File: config.mk
export PLATFORM = sky130hd
export DESIGN_NAME = prog_load_ctrl
export DESIGN_NICKNAME = d
export VERILOG_FILES = /design/src/rtl/prog_load_ctrl.sv
export SDC_FILE = /design/constraint.sdc
export NUM_CORES = 1
export LEC_CHECK = 0
export ABC_AREA = 1
export CAP_MARGIN = 20
export CORE_MARGIN = 4
export CORE_UTILIZATION = 41
export CTS_CLUSTER_DIAMETER = 50
export CTS_CLUSTER_SIZE = 8
export DETAILED_ROUTE_END_ITERATION = 16
export PLACE_DENSITY = 0.89
export SLEW_MARGIN = 10
export SYNTH_ARGS = -nofsm -noshare
export SYNTH_HDL_FRONTEND = slang
export SYNTH_SLANG_ARGS = --single-unit
File: constraint.sdc
create_clock -name clk_i -period 3.09 [get_ports clk_i]
set_clock_uncertainty 0.2 [all_clocks]
set_input_delay 0.4635 -clock clk_i [delete_from_list [all_inputs] [get_ports clk_i]]
set_output_delay 0.4635 -clock clk_i [all_outputs]
set_load 0.005 [all_outputs]
File: src/rtl/prog_load_ctrl.sv
`default_nettype none
// ============================================================================
// Module      : prog_load_ctrl
// Description : Boot/run sequencer for the single-cycle MIPS core. Takes a
//               program as a valid/ready word stream and writes it into
//               instruction memory from address 0. Once the last word is in,
//               it releases the core, then halts the core when it fetches the
//               halt instruction or when the watchdog expires.
// Revision    : 1.0 - initial release
// ----------------------------------------------------------------------------
// Ports
//   clk_i          clock; all state changes on the rising edge
//   reset_i        synchronous active-high reset
//   start_load_i   pulse: begin, restart or abort into a program load
//   ld_valid_i     load-stream word valid
//   ld_data_i      load-stream word
//   ld_last_i      final word of the program (only counts with ld_valid_i)
//   ld_ready_o     controller accepts a word this cycle
//   imem_we_o      instruction-memory write enable
//   imem_addr_o    instruction-memory write address
//   imem_wdata_o   instruction-memory write data
//   instr_i        instruction the core is fetching this cycle
//   cpu_reset_o    holds the core's PC and registers in reset
//   cpu_run_o      core may advance its PC this cycle
//   halted_o       core stopped (halt instruction or watchdog)
//   timeout_o      the halt was caused by the watchdog
//   overflow_o     load filled DEPTH words without seeing ld_last
//   word_count_o   words written in the last or current load
//   run_cycles_o   cycles spent in RUN since the core was released
// ============================================================================
module prog_load_ctrl #(
  parameter int          ADDR_W     = 9,
  parameter int          DEPTH      = 512,
  parameter logic [31:0] HALT_INSTR = 32'hFFFF_FFFF,
  parameter int          WDOG_W     = 16
) (
  input  logic              clk_i,
  input  logic              reset_i,
  input  logic              start_load_i,
  input  logic              ld_valid_i,
  input  logic [31:0]       ld_data_i,
  input  logic              ld_last_i,
  output logic              ld_ready_o,
  output logic              imem_we_o,
  output logic [ADDR_W-1:0] imem_addr_o,
  output logic [31:0]       imem_wdata_o,
  input  logic [31:0]       instr_i,
  output logic              cpu_reset_o,
  output logic              cpu_run_o,
  output logic              halted_o,
  output logic              timeout_o,
  output logic              overflow_o,
  output logic [ADDR_W:0]   word_count_o,
  output logic [WDOG_W-1:0] run_cycles_o
);

  typedef enum logic [2:0] {
    ST_IDLE = 3'd0,
    ST_LOAD = 3'd1,
    ST_BOOT = 3'd2,
    ST_RUN  = 3'd3,
    ST_HALT = 3'd4
  } state_e;

  // Index of the last word that fits in memory; taking it without ld_last
  // means the program is too long.
  localparam int unsigned     LAST_IDX_I = DEPTH - 1;
  localparam logic [ADDR_W:0] LAST_IDX   = LAST_IDX_I[ADDR_W:0];
  localparam logic [WDOG_W-1:0] WDOG_MAX = '1;

  state_e              state_q, state_d;
  logic [ADDR_W:0]     word_count_q, word_count_d;
  logic                overflow_q, overflow_d;
  logic                halted_q, halted_d;
  logic                timeout_q, timeout_d;
  logic [WDOG_W-1:0]   run_cycles_q, run_cycles_d;
  logic                we_q, we_d;
  logic [ADDR_W-1:0]   addr_q, addr_d;
  logic [31:0]         wdata_q, wdata_d;
  logic                ld_ready;
  logic                handshake;

  assign ld_ready  = (state_q == ST_LOAD);
  assign handshake = ld_valid_i & ld_ready;

  // --------------------------------------------------------------------------
  // State and datapath registers
  // --------------------------------------------------------------------------
  always_ff @(posedge clk_i) begin
    if (reset_i) begin
      state_q      <= ST_IDLE;
      word_count_q <= '0;
      overflow_q   <= 1'b0;
      halted_q     <= 1'b0;
      timeout_q    <= 1'b0;
      run_cycles_q <= '0;
      we_q         <= 1'b0;
      addr_q       <= '0;
      wdata_q      <= '0;
    end else begin
      state_q      <= state_d;
      word_count_q <= word_count_d;
      overflow_q   <= overflow_d;
      halted_q     <= halted_d;
      timeout_q    <= timeout_d;
      run_cycles_q <= run_cycles_d;
      we_q         <= we_d;
      addr_q       <= addr_d;
      wdata_q      <= wdata_d;
    end
  end

  // --------------------------------------------------------------------------
  // Next-state logic
  // --------------------------------------------------------------------------
  always_comb begin
    state_d      = state_q;
    word_count_d = word_count_q;
    overflow_d   = overflow_q;
    halted_d     = halted_q;
    timeout_d    = timeout_q;
    run_cycles_d = run_cycles_q;
    we_d         = 1'b0;
    addr_d       = addr_q;
    wdata_d      = wdata_q;

    if (start_load_i) begin
      // start_load wins in every state: it starts a fresh load from
      // address 0, aborts a running core, and drops any handshake offered
      // in the same cycle. The core is back in reset on the next cycle
      // because LOAD is not RUN.
      state_d      = ST_LOAD;
      word_count_d = '0;
      overflow_d   = 1'b0;
      halted_d     = 1'b0;
      timeout_d    = 1'b0;
    end else begin
      case (state_q)
        ST_IDLE: begin
          state_d = ST_IDLE;
        end

        ST_LOAD: begin
          if (handshake) begin
            we_d         = 1'b1;
            addr_d       = word_count_q[ADDR_W-1:0];
            wdata_d      = ld_data_i;
            word_count_d = word_count_q + 1'b1;
            if (ld_last_i) begin
              state_d = ST_BOOT;
            end else if (word_count_q == LAST_IDX) begin
              // The memory is full and the program has not ended. The
              // final word is still written, but the core is not released.
              overflow_d = 1'b1;
              state_d    = ST_IDLE;
            end
          end
        end

        ST_BOOT: begin
          // Lets the last registered write land before the core fetches.
          state_d      = ST_RUN;
          run_cycles_d = '0;
          halted_d     = 1'b0;
          timeout_d    = 1'b0;
        end

        ST_RUN: begin
          // The halt instruction is checked before the watchdog so a halt
          // fetched in the expiry cycle is not reported as a timeout.
          if (instr_i == HALT_INSTR) begin
            state_d  = ST_HALT;
            halted_d = 1'b1;
          end else if (run_cycles_q == WDOG_MAX) begin
            state_d   = ST_HALT;
            halted_d  = 1'b1;
            timeout_d = 1'b1;
          end else begin
            run_cycles_d = run_cycles_q + 1'b1;
          end
        end

        ST_HALT: begin
          state_d = ST_HALT;
        end

        default: begin
          state_d = ST_IDLE;
        end
      endcase
    end
  end

  // --------------------------------------------------------------------------
  // Outputs
  // --------------------------------------------------------------------------
  assign ld_ready_o   = ld_ready;
  assign imem_we_o    = we_q;
  assign imem_addr_o  = addr_q;
  assign imem_wdata_o = wdata_q;
  assign cpu_reset_o  = (state_q != ST_RUN);
  assign cpu_run_o    = (state_q == ST_RUN);
  assign halted_o     = halted_q;
  assign timeout_o    = timeout_q;
  assign overflow_o   = overflow_q;
  assign word_count_o = word_count_q;
  assign run_cycles_o = run_cycles_q;

endmodule
`default_nettype wire

==> results.cfg <==
[timing]
rsz0062_at_grt = false
slew_viol_final = 0
tightest_slew_ns = 0.6538
hold_violations = 0
finalSetupViolCount = 0
maxClockFrequency_ghz = 0.3900
period_minus_slack_ns = 2.564
post-route-period-util_pct = 82.99
fin_ws_ns = 0.5257
setup_tns_ns = 0
relSlewSlack_pct = 56.36

[power_and_ir_drop]
power_switching_uw = 476.4
p_clk_share_pct = 40.4
leakagePower_uw = 0.001944
pwr-share-comb_pct = 11.6
seq_power_share_pct = 48.0
p_per_area_nw_per_um2 = 401.1
peakVddDrop_mv = 0.2880
p_int_uw = 1605
swShare_pct = 22.89

[global_route]
grt-ovfl-total = 0
grt_max_degree = 47
antenna_found_initial = 0
grt_pass1_wl_mm = 17.75
grt_pass1_vias = 3934
grt_util_met2_pct = 36.29
grt.busiest_layer = met2
gr-usage-met3_pct = 6.393
grt_use_total_pct = 21.43
use_met1_pct = 24.62

[status]
outcome = complete, no violations

[setup_path]
crit_fanout = 15
worstSetupStartpointType = flip-flop
crit_chain = inv_2 -> nor2_4 -> nand2_4 -> inv_4 -> clkdlybuf4s50_1
crit_type = reg -> out
r2r_slack_ns = 0.84
end_kind = output port
required_ns = 2.43
slowest_delay_ns = 0.52
arrival_ns = 1.90
critical-path-slowest-cell = clkdlybuf4s50_1

[finish]
fin_util_pct = 62.85
diodes = 0
area_delta_synth_final_pct = 48.25
final_nets = 713
final_layout_size_suffix_gt1_share_pct = 6.801
nFillCells = 724

[drt]
wl_per_cell_microns = 14.24
postRouteWirelength_mm = 10.71
vias = 3826
via_per_inst = 5.088
detail-route-antenna-nets = 0
drt_pass1_iterations = 5
drtIter0Drc = 219
drc = 0

[cts]
numCtsBuffers = 9
cts_resized = 0
cts_tree = built
clock_latency_ns = 0.34
clockBufferDepth = 2
cts.sinks = 74
cts_hold_buf = 0
clockRootBuffer = clkbuf_8
cts_setup_buffers = 0
clk_pin_slew_ns = 0.08
htree_levels = 3

[synthesis]
synth.area.top_cells = dfxtp_1 42%, nor2_1 13%, nand2_1 11%
syn_nets = 574
synth_commonest_cells = 123 x nor2_1, 98 x nand2_1, 74 x dfxtp_1
yosys.area.top_type_share_pct = 42.32
ys_async_sr_fraction_pct = 0
avgSynthCellArea_sq_um = 6.960
synth_cells = 503
ys_warn_count = 0
synth_edf_count = 0
yosysTopAreaCell = dfxtp_1
yosysUniqueCellTypes = 31
synth_flop_cell = dfxtp_1
yosysMostFrequentCell = nor2_1
ys_ff_latch = 74
synth_area_sq_um = 3501
ys_seq_area_share_pct = 42.32

[floorplanning]
pin_count = 143
dieWidth_microns = 100.4
design.die.area_sq_um = 10080
initial_core_util_pct = 42.39
num_rows = 33
core-area_sq_um = 8258
die_h_microns = 100.4

[hold_path]
hold_class = reg -> reg

[placed_design]
dp_slack_ns = 0.7317
numPortBuffers = 142
gp_congestion = 0.8696
dp_hpwl_mm = 7.854

[run]
maxCapViolations = 0
==> critical path: cells and delay by family, from the launching register on <==
family | cells | cell delay, ns
buffers and inverters | 3 | 0.76
and+or+nand+nor | 2 | 0.46
DFF | 1 | 0.33
==> logic make-up (layout without fill, tap and decap cells) <==
family                   count (synthesis)  after routing  share of synthesized area (%)
AO/OA/AOI/OAI                           88             88                          13.94
XOR/XNOR                                 1              1                         0.2502
adder cells (fa/ha/maj)                  2              2                         0.7147
buffers and inverters                   59            203                          7.827
flip-flops                              74             74                          42.32
AND/OR/NAND/NOR                        279            279                          34.95
==> area by class of cell <==
class	count	area, sq um	share of cell area, %
Multi-Input combinational cell	370	1745	33.63
Sequential cell	74	1481	28.54
Timing Repair Buffer	145	1444	27.82
Inverter	42	160.2	3.086
Clock buffer	10	137.6	2.652
Tap cell	105	131.4	2.531
Clock inverter	6	90.09	1.736
==> layout by cell type (no fill, tap or decap), drive strengths merged <==
cell type | netlist | layout
o21ai | 48 | 48
clkinvlp | 0 | 1
nor3b | 3 | 3
inv | 42 | 42
clkdlybuf4s50 | 0 | 142
nand4 | 15 | 15
o21a | 1 | 1
dfxtp | 74 | 74
and3 | 1 | 1
bufinv | 0 | 2
nand3b | 1 | 1
o21bai | 6 | 6
nand2 | 101 | 101
nand3 | 26 | 26
xor2 | 1 | 1
a21oi | 33 | 33
nor2 | 131 | 131
buf | 10 | 3
clkinv | 0 | 3
nor3 | 1 | 1
ha | 2 | 2
clkbuf | 7 | 10
==> power groups by stage <==
stage | combinational (uW) | clock, uW | sequential [uW]
2_1_floorplan | 79.2 | 0 | 1020
3_3_place_gp | 235 | 0 | 1020
3_5_place_dp | 241 | 0 | 1020
4_1_cts | 242 | 854 | 998
5_1_grt | 264 | 898 | 1000
6_report | 242 | 842 | 998
==> metrics by stage <==
stage                     hold WS, ns  cell area (sq um)  instances  total power, uW
after global routing           0.2665               5190        752             2165
after detailed placement       0.2377               4962        736             1260
after CTS                      0.2494               5190        752             2094
final                          0.2470               5190        752             2082
after global placement         0.2372               4962        736             1253
after floorplan                0.2430               3501        503             1100
==> state kept, by name (all words and copies together), names as in the netlist <==
signal        count
imem_wdata_o     32
run_cycles_o     16
word_count_o     10
imem_addr_o       9
state_q           3
halted_o          1
imem_we_o         1
overflow_o        1
timeout_o         1
==> path summary, 6_finish.rpt <==
kind                                      start          to  cells past startpoint
worst min register to register        timeout_o   timeout_o                      2
worst min-delay path                  timeout_o   timeout_o                      2
worst max register to register  run_cycles_o[1]  state_q[1]                     12
worst max-delay path                 state_q[1]   cpu_run_o                      5
==> metal layers <==
layer	share of wire, %	up-vias
met5	0	-
met4	2.7	0
met3	10	33
met2	48	190
met1	38	1707
li1	-	1896
Note: power is estimated with default switching activity, not from simulation.
